===== src/rtl/serial_pkg.sv =====
// Shared types and helpers for the serial front end: shifter state,
// counter sizing and output-bit selection.
package serial_pkg;

    typedef enum logic {
        IDLE  = 1'b0,
        SHIFT = 1'b1
    } state_t;

    localparam int MAX_WIDTH = 32;

    // Bits needed for a counter that walks 0..width-1.
    function automatic int counter_width(input int width);
        return (width > 1) ? $clog2(width) : 1;
    endfunction

    // Bit that leaves the shifter next; sr holds the word right-aligned.
    function automatic logic next_bit(input logic [MAX_WIDTH-1:0] sr,
                                      input int                   width,
                                      input bit                   msb_first);
        return msb_first ? (((sr >> (width - 1)) & MAX_WIDTH'(1)) != '0) : sr[0];
    endfunction

endpackage


===== src/rtl/serializer_hold_buf.sv =====
// One-deep holding register that parks the next word while the shifter
// is still busy with the current one.
module serializer_hold_buf #(
    parameter int WIDTH = 8
) (
    input  logic             clk,
    input  logic             reset,
    input  logic             load,
    input  logic             take,
    input  logic [WIDTH-1:0] data_in,
    output logic [WIDTH-1:0] hold_data,
    output logic             hold_full
);

    // NOTE: sequential state uses non-blocking (<=) so every flop samples
    // pre-edge values regardless of statement order.
    always_ff @(posedge clk) begin
        if (reset) begin
            hold_full <= 1'b0;
        end else if (load) begin
            hold_full <= 1'b1;
        end else if (take) begin
            hold_full <= 1'b0;
        end
    end

    // NOTE: the data register has no reset; hold_full alone says whether
    // its contents mean anything, so clearing it would only cost logic.
    always_ff @(posedge clk) begin
        if (load) begin
            hold_data <= data_in;
        end
    end

endmodule


===== src/rtl/bit_serializer.sv =====
// Parallel-to-serial front end: valid/ready word input, one bit per clock
// out, with a one-word hold buffer so consecutive words stream gaplessly.
module bit_serializer
    import serial_pkg::*;
#(
    parameter int   WIDTH     = 8,
    parameter int   MSB_FIRST = 1,
    parameter logic IDLE_BIT  = 1'b0
) (
    input  logic             clk,
    input  logic             reset,
    input  logic [WIDTH-1:0] data_in,
    input  logic             data_valid,
    output logic             data_ready,
    output logic             out_bit,
    output logic             out_valid,
    output logic             busy
);

    localparam int              CNT_W    = counter_width(WIDTH);
    localparam logic [CNT_W-1:0] LAST_CNT = CNT_W'(WIDTH - 1);
    localparam bit              MSB      = (MSB_FIRST != 0);

    state_t           state;
    logic [CNT_W-1:0] cnt;
    logic [WIDTH-1:0] shreg;
    logic [WIDTH-1:0] hold_data;
    logic [WIDTH-1:0] load_word;
    logic             hold_full;
    logic             accept;
    logic             last_bit;
    logic             hold_load;
    logic             hold_take;
    logic             do_load;

    function automatic logic [WIDTH-1:0] advance(input logic [WIDTH-1:0] w);
        return MSB ? {w[WIDTH-2:0], 1'b0} : {1'b0, w[WIDTH-1:1]};
    endfunction

    function automatic logic lead_bit(input logic [WIDTH-1:0] w);
        return next_bit(MAX_WIDTH'(w), WIDTH, MSB);
    endfunction

    assign data_ready = !hold_full && !reset;
    assign accept     = data_valid && data_ready;
    assign last_bit   = (state == SHIFT) && (cnt == LAST_CNT);
    assign hold_load  = accept && (state == SHIFT) && !last_bit;
    assign hold_take  = last_bit && hold_full;

    // On the wrap edge a held word takes priority; ready is low then, so
    // the two sources can never collide.
    assign do_load   = (state == IDLE && accept) || (last_bit && (hold_full || accept));
    assign load_word = hold_full ? hold_data : data_in;

    serializer_hold_buf #(
        .WIDTH(WIDTH)
    ) u_hold (
        .clk      (clk),
        .reset    (reset),
        .load     (hold_load),
        .take     (hold_take),
        .data_in  (data_in),
        .hold_data(hold_data),
        .hold_full(hold_full)
    );

    always_ff @(posedge clk) begin
        if (reset) begin
            state     <= IDLE;
            cnt       <= '0;
            out_bit   <= IDLE_BIT;
            out_valid <= 1'b0;
            busy      <= 1'b0;
        end else if (do_load) begin
            state     <= SHIFT;
            cnt       <= '0;
            shreg     <= advance(load_word);
            out_bit   <= lead_bit(load_word);
            out_valid <= 1'b1;
            busy      <= 1'b1;
        end else if (state == SHIFT) begin
            if (last_bit) begin
                state     <= IDLE;
                cnt       <= '0;
                out_bit   <= IDLE_BIT;
                out_valid <= 1'b0;
                busy      <= 1'b0;
            end else begin
                cnt     <= cnt + CNT_W'(1);
                shreg   <= advance(shreg);
                out_bit <= lead_bit(shreg);
            end
        end
    end

endmodule


===== config.mk =====
export PLATFORM = sky130hd
export DESIGN_NAME = bit_serializer
export DESIGN_NICKNAME = d
export VERILOG_FILES = /design/src/rtl/serial_pkg.sv /design/src/rtl/serializer_hold_buf.sv /design/src/rtl/bit_serializer.sv
export SDC_FILE = /design/constraint.sdc
export NUM_CORES = 1
export LEC_CHECK = 0
export CELL_PAD_IN_SITES_DETAIL_PLACEMENT = 2
export CELL_PAD_IN_SITES_GLOBAL_PLACEMENT = 2
export CORE_MARGIN = 2
export CORE_UTILIZATION = 30
export CTS_CLUSTER_DIAMETER = 80
export DETAILED_ROUTE_END_ITERATION = 8
export PLACE_DENSITY = 0.75
export SLEW_MARGIN = 0
export SYNTH_ARGS = -nofsm -noshare
export SYNTH_HDL_FRONTEND = slang
export SYNTH_HIERARCHICAL = 1
export SYNTH_SLANG_ARGS = --single-unit

===== constraint.sdc =====
create_clock -name clk -period 4.2 [get_ports clk]
set_clock_uncertainty 0.2 [all_clocks]
set_input_delay 1.05 -clock clk [delete_from_list [all_inputs] [get_ports clk]]
set_output_delay 1.05 -clock clk [all_outputs]
set_load 0.03 [all_outputs]

======== After elaboration in Yosys (flattened, before gate mapping) ========
Index checks and enable logic that the tools add are counted.
operators by class
  reduce and logical (&&, ||, !) cells .... 19
  eq/ne operators ......................... 2
  mux-type cells .......................... 16
  bitwise logic cells ..................... 2
  add/sub/neg operators ................... 1
operators by type and width
  cell                                            count
  two-way mux 8 bit                               4
  two-way mux 1 bit                               11
  logical AND 1 bit                               8
  nonzero test 2 bit                              3
  adder 3 x 1 -> 3 bit (second input constant)    1
  == test 3 bit (second input constant)           1
  logical NOT 1 bit                               3
  two-way mux 3 bit                               1
  AND reduction 3 bit                             1
  logical OR 1 bit                                2
  != test 2 x 1 -> 1 bit (second input constant)  1
  NOT 1 bit                                       2
  AND reduction 2 bit                             1
  OR reduction 2 bit                              1
word-level totals
  logic and storage cells ................. 48
  output and inout port bits .............. 4
  input port bits ......................... 11
  flip-flop bits (word level) ............. 23

======== Logic depth before layout (Yosys ltp) ========
Gate-level depths: netlist of the first run.
  depth after elaboration ................. 8
  gate-level depth with buffers ........... 6

======== By module ========
The synthesis of the first run kept the hierarchy.
modules (own cells, without submodules)
  module               instances  area an instance (µm²)  seq. area each (µm²)  cells each
  bit_serializer       1          735.7                   330.3                 64
  serializer_hold_buf  1          279.0                   260.2                 12

======== Worst setup path before layout of the first run ========
Ideal clock, no wire load.
  path type ............................... input to output
  from .................................... input reset
  to ...................................... output data_ready
  cell stages on the path ................. 2
  path slack .............................. 1347 ps
  data arrival time ....................... 1603 ps
  buffers on the path ..................... 1
  cell sequence ........................... buf_6 nor2_1
on the way
  longest elaborated chain between the ends .. 2
RTL lines
  what                RTL line              text
  start: declaration  bit_serializer.sv:11  input logic reset,
  logical NOT 1 bit   bit_serializer.sv:44  assign data_ready = !hold_full && !reset;
  logical AND 1 bit   bit_serializer.sv:44
  end: declaration    bit_serializer.sv:14  output logic data_ready,
No other way between the ends.

======== Final worst setup path of the first run ========
Same ends and word-level chain as after synthesis.

==> results.toml, run 1 <==
[run_status]
run_status = "completed"

[global_routing]
grt_util_all_layers_pct = 10.8
grt_antenna_before_repair = 0
grt_first_pass_wirelength_um = 3350
global_route.overflow_total = 0
grt_max_degree = 16
number_of_global_route_vias_before_repair = 708

[yosys]
synth_area_per_cell_um2 = 13.4
synth-seq-cells = 22
post-synth-top-count-cell = "edfxtp_1"
yosysUniqueCellTypes = 26
syn-cell-area_um2 = 1010
seq_area_frac_synth_pct = 58.2
synth_top_cell_by_area = "edfxtp_1"
post_synth_arst_share_pct = 0
synthesis.instances = 76
postSynthNetCount = 89
synthTopCellsByCount = "edfxtp_1, mux2_2, dfxtp_1"
ys_dominant_reg_cell = "edfxtp_1"
synth_area_leaders = "edfxtp_1, mux2_2, dfxtp_1, ha_1, a21oi_1"
yosysWarnings = 6
synth-edff-count = 15
post-synth-top-area-fraction_pct = 44.4

[floorplanning]
die_area_um2 = 3860
die_width_um = 62.2
die_extent_in_y_um = 62.2
initial_util_pct = 30.9
ios = 15
std_cell_rows = 21
coreArea_um2 = 3280

[drt]
routed_via_density = 4.73
postRouteAntennaNets = 0
number_of_vias_after_detailed_routing = 648
detailed_router_iteration_count_before_antenna_repair = 4
drt_drc_violations_left = 0
routed_wirelength_um = 1900
routed_wire_length_per_instance_um = 13.8
detailedRoute.firstIterationViolations = 12

[setup_path]
crit_path_end_kind = "primary output"
element_type_at_the_critical_path_start = "primary input"
worst-setup-path-type = "primary input to primary output"
timing.critical_path.arrival_ns = 2.31
r2r_setup_slack_ns = 1.90
cp_data_required_time_ns = 2.95
critPathMaxFanout = 2

[timing]
max_slew_margin_pct = 45.7
maxClockFrequency_mhz = 281
grt_setup_unrepaired = "false"
final-hold-violation-count = 0
finalSetupViolations = 0
slew_viols_final = 0
finalCriticalPeriod_ns = 3.56
final.hold.worst_slack_ns = 0.337
finalCritPeriodShare_pct = 84.7
worstMarginPinSlew_ns = 0.814
timing.setup.tns_ns = 0

[placed_design]
hpwl_um = 1390
portBuffers = 14
globalplace.congestion = 0.683

[power_and_ir_drop]
power_report.internal_total_mw = 0.313
power_switching_mw = 0.0999
power.share.combinational_pct = 15.3
p_seq_share_pct = 61.2
clock_power_share_pct = 23.5
power.leakage_nw = 0.410
p_sw_share_pct = 24.2
vdd.ir_drop.worst_mv = 0.224
power_density_normalized_to_cell_area_nw_per_um2 = 339

[final_layout]
antenna-diode-count = 0
fin_util_pct = 37.1
layout-drive-gt1-share_pct = 23.1
final_net_count = 105
areaGrowthSynthToFinish_pct = 20.0

[clock_tree]
tritoncts_num_sinks = 22
postCtsResizedCells = 0
clock-root-buffer = "clkbuf_4"
ctsHtreeMaxLevel = 1
insertion_delay_ns = 0.30
cts-hold-fix-buffers = 0
tritoncts.num_buffers = 3
clk_pin_slew_worst_paths_ns = 0.12
cts_buffer_depth = 2
tritoncts = "done"
cts_setup_buffers = 0

[worst_hold_path]
worstHoldPathType = "flop to flop"

[job]
max_cap_viol_count = 0
[final timing paths]
kind                                     startpoint             endpoint  cells after the start
worst max-delay path                          reset           data_ready                      3
worst min-delay path            cnt[1]$_SDFFE_PP0P_  cnt[1]$_SDFFE_PP0P_                      2
worst max register to register  cnt[0]$_SDFFE_PP0P_   shreg[4]$_DFFE_PP_                      5
worst min register to register  cnt[1]$_SDFFE_PP0P_  cnt[1]$_SDFFE_PP0P_                      2
[layout make-up]
type / count / area [um2]
Fill cell: 342 / 2070
Sequential cell: 22 / 591
Multi-Input combinational cell: 47 / 384
Timing Repair Buffer: 15 / 148
Tap cell: 46 / 57.6
Clock buffer: 3 / 22.5
Inverter: 3 / 11.3
Clock inverter: 1 / 3.75
[worst max-delay path: stages]
cell             delay [ns]
clkdlybuf4s50_1        0.43
nor2_1                 0.14
clkdlybuf4s50_1        0.69
[layout by cell type, fill, tap and decap left out]
master,instances
a221oi_1,1
clkbuf_4,3
o21ai_0,1
edfxtp_1,15
mux2_2,13
nand2b_1,2
nor3_1,3
a21oi_1,4
a21o_2,1
clkdlybuf4s50_1,14
nor2_1,4
dfxtp_1,7
a2bb2oi_1,2
ha_1,2
o21a_1,1
a21oi_2,1
nand2_1,3
nor3b_1,1
buf_4,1
and3_1,1
nor2b_1,1
inv_1,3
a21oi_4,1
clkinv_1,1
or3b_4,1
mux2i_1,2
a211oi_1,2
[power groups by stage]
| stage | Clock [mW] | Sequential, mW | Combinational, mW |
|---|---|---|---|
| 2_1_floorplan | 0 | 0.257 | 0.0401 |
| 3_3_place_gp | 0 | 0.258 | 0.0622 |
| 3_5_place_dp | 0 | 0.258 | 0.0643 |
| 4_1_cts | 0.105 | 0.253 | 0.0646 |
| 5_1_grt | 0.108 | 0.255 | 0.0691 |
| 6_report | 0.0971 | 0.253 | 0.0630 |
[through the flow]
| step | cell area (um2) | power, mW | instances | setup slack, ns |
|---|---|---|---|---|
| after global placement | 1190 | 0.320 | 133 | 0.673 |
| final | 1220 | 0.413 | 137 | 0.643 |
| after detailed placement | 1190 | 0.322 | 133 | 0.628 |
| after global routing | 1220 | 0.433 | 137 | 0.557 |
| after floorplan | 1010 | 0.297 | 76 | 1.35 |
| after CTS | 1220 | 0.423 | 137 | 0.628 |
[routing by layer]
layer | vias to the layer above | part of all wire, % | track usage [%]
li1 | 316 | - | -
met1 | 316 | 48 | 13.6
met2 | 14 | 47 | 18.2
met3 | 2 | 3.9 | 3.44
met4 | 0 | 0.63 | 2.50
met5 | - | 0 | 0
[cell families (layout without fill, tap and decap cells)]
group | after synthesis | in the layout | synth area share, %
AO/OA/AOI/OAI | 14 | 14 | 10.6
adder cells (fa/ha/maj) | 2 | 2 | 2.47
buffers and inverters | 7 | 22 | 3.95
flip-flops | 22 | 22 | 58.2
multiplexers | 15 | 15 | 16.4
AND/OR/NAND/NOR | 16 | 16 | 8.38
[state kept, by name (all words and copies together), names as in the netlist]
register          flops
u_hold/hold_data      8
u_hold/hold_full      1
state                 1
out_bit               1
cnt                   3
shreg                 7
busy                  1
Note: power is estimated with default switching activity, not from simulation.
==> inputs of run 2 (changes only) <==
==> constraint.sdc (replaced) <==
create_clock -name clk -period 3.34 [get_ports clk]
set_clock_uncertainty 0.2 [all_clocks]
set_input_delay 0.835 -clock clk [delete_from_list [all_inputs] [get_ports clk]]
set_output_delay 0.835 -clock clk [all_outputs]
set_load 0.03 [all_outputs]
==> results.toml, run 2 (synthesis results as in run 1) <==
[final_layout]
final_net_count = 105
stdcell_count = 137
layout_common_cells = "edfxtp_1, mux2_2, clkdlybuf4s50_1"
largest_reg_flops = 8
layout-drive-gt1-share_pct = 24.2
largest_register = "u_hold/hold_data"
reg_top3 = "u_hold/hold_data (8), shreg (7), cnt (3)"
layout.cells.most_common = "edfxtp_1"
antenna-diode-count = 0
areaGrowthSynthToFinish_pct = 19.7

[drt]
postRouteAntennaNets = 0
detailed_router_iteration_count_before_antenna_repair = 3
routed_via_density = 4.64
detailedRoute.firstIterationViolations = 16
number_of_vias_after_detailed_routing = 635
drt_drc_violations_left = 0
routed_wirelength_um = 1900
routed_wire_length_per_instance_um = 13.9

[global_routing]
number_of_global_route_vias_before_repair = 697
global_route.usage.met2_pct = 18.9
grt_first_pass_wirelength_um = 3250
grt_max_degree = 16
grt_util_all_layers_pct = 10.7
top_usage_layer = "met2"
global_route.overflow_total = 0
grt_antenna_before_repair = 0
gr_layer_usage_met1_pct = 12.7
grt_use_met3_pct = 2.17

[clock_tree]
cts_setup_buffers = 0
tritoncts = "done"
clk_pin_slew_worst_paths_ns = 0.11
insertion_delay_ns = 0.30
cts_buffer_depth = 2
postCtsResizedCells = 0
ctsHtreeMaxLevel = 1
clock-root-buffer = "clkbuf_4"
cts-hold-fix-buffers = 0
tritoncts_num_sinks = 22
tritoncts.num_buffers = 3

[worst_hold_path]
holdPathEnd = "busy$_SDFFE_PP0P_"
worst_hold_path.num_cells = 2
timing.hold.worst.start = "busy$_SDFFE_PP0P_"
worstHoldPathType = "flop to flop"

[run_status]
run_status = "completed"

[floorplanning]
initial_util_pct = 30.9
coreArea_um2 = 3280
die_width_um = 62.2
std_cell_rows = 21
ios = 15
die_extent_in_y_um = 62.2
die_area_um2 = 3860

[setup_path]
cp_data_required_time_ns = 2.30
timing.critical_path.arrival_ns = 1.77
worst-r2r-cell-count = 5
r2r-end = "shreg[3]$_DFFE_PP_"
crit_path_end_kind = "primary output"
worst-setup-path-type = "primary input to primary output"
element_type_at_the_critical_path_start = "primary input"
regToRegStartpoint = "cnt[0]$_SDFFE_PP0P_"
r2r_setup_slack_ns = 1.11
critPathMaxFanout = 9

[placed_design]
hpwl_um = 1480
globalplace.congestion = 0.690
placed_instances = 133
portBuffers = 14

[timing]
slew_viols_final = 0
maxClockFrequency_mhz = 357
finalSetupViolations = 0
worstMarginPinSlew_ns = 0.730
final-hold-violation-count = 0
finalCriticalPeriod_ns = 2.80
timing.setup.tns_ns = 0
max_slew_margin_pct = 51.3
finalCritPeriodShare_pct = 83.9
grt_setup_unrepaired = "false"

[power_and_ir_drop]
power.leakage_nw = 0.411
power_density_normalized_to_cell_area_nw_per_um2 = 427
vdd.ir_drop.worst_mv = 0.211

[job]
max_cap_viol_count = 0
## run 2: metrics by stage
step           power, mW  utilization [%]  cell area, um2  hold WS (ns)  setup slack (ns)
4_1_cts            0.531             37.0            1210         0.375             0.517
2_1_floorplan      0.374                -            1010         0.300             0.913
6_report           0.519             37.0            1210         0.361             0.538
3_3_place_gp       0.402             36.2            1190         0.326             0.448
3_5_place_dp       0.405             36.2            1190         0.344             0.404
5_1_grt            0.550             37.0            1210         0.397             0.466
## run 2: critical path: stages
cell and delay, ns:
clkdlybuf4s50_1 0.43, buf_4 0.18, nor2_1 0.14, buf_4 0.19
## run 2: how the worst max path moves through the flow
stage | start | end | slack (ns) | cells after the start
after floorplan | reset | shreg[2]$_DFFE_PP_ | 0.91 | 4
after global placement | data_valid | shreg[7]$_DFFE_PP_ | 0.45 | 4
after detailed placement | data_valid | shreg[5]$_DFFE_PP_ | 0.40 | 4
after CTS | reset | data_ready | 0.52 | 4
after global routing | reset | data_ready | 0.47 | 4
final | reset | data_ready | 0.54 | 4
## run 2: metal layers
layer,share of wire (%),vias to the layer above
li1,-,313
met1,44,308
met2,51,12
met3,3.7,2
met4,0.63,0
met5,0,-
## run 2: where the power goes
| group | total, mW | switching [mW] | internal (mW) | leakage [nW] |
|---|---|---|---|---|
| Sequential | 0.318 | 0.0101 | 0.308 | 0.197 |
| Combinational | 0.0788 | 0.0368 | 0.0419 | 0.198 |
| Clock | 0.122 | 0.0759 | 0.0465 | 0.0150 |
| Total | 0.519 | 0.123 | 0.396 | 0.411 |
## run 2: layout make-up
type                       instances  area (um2)
fill                             349        2070
sequential                        22         591
clock buffer                       4        26.3
tap                               46        57.6
timing repair buffer              15         145
inverter                           3        11.3
multi-input combinational         47         384
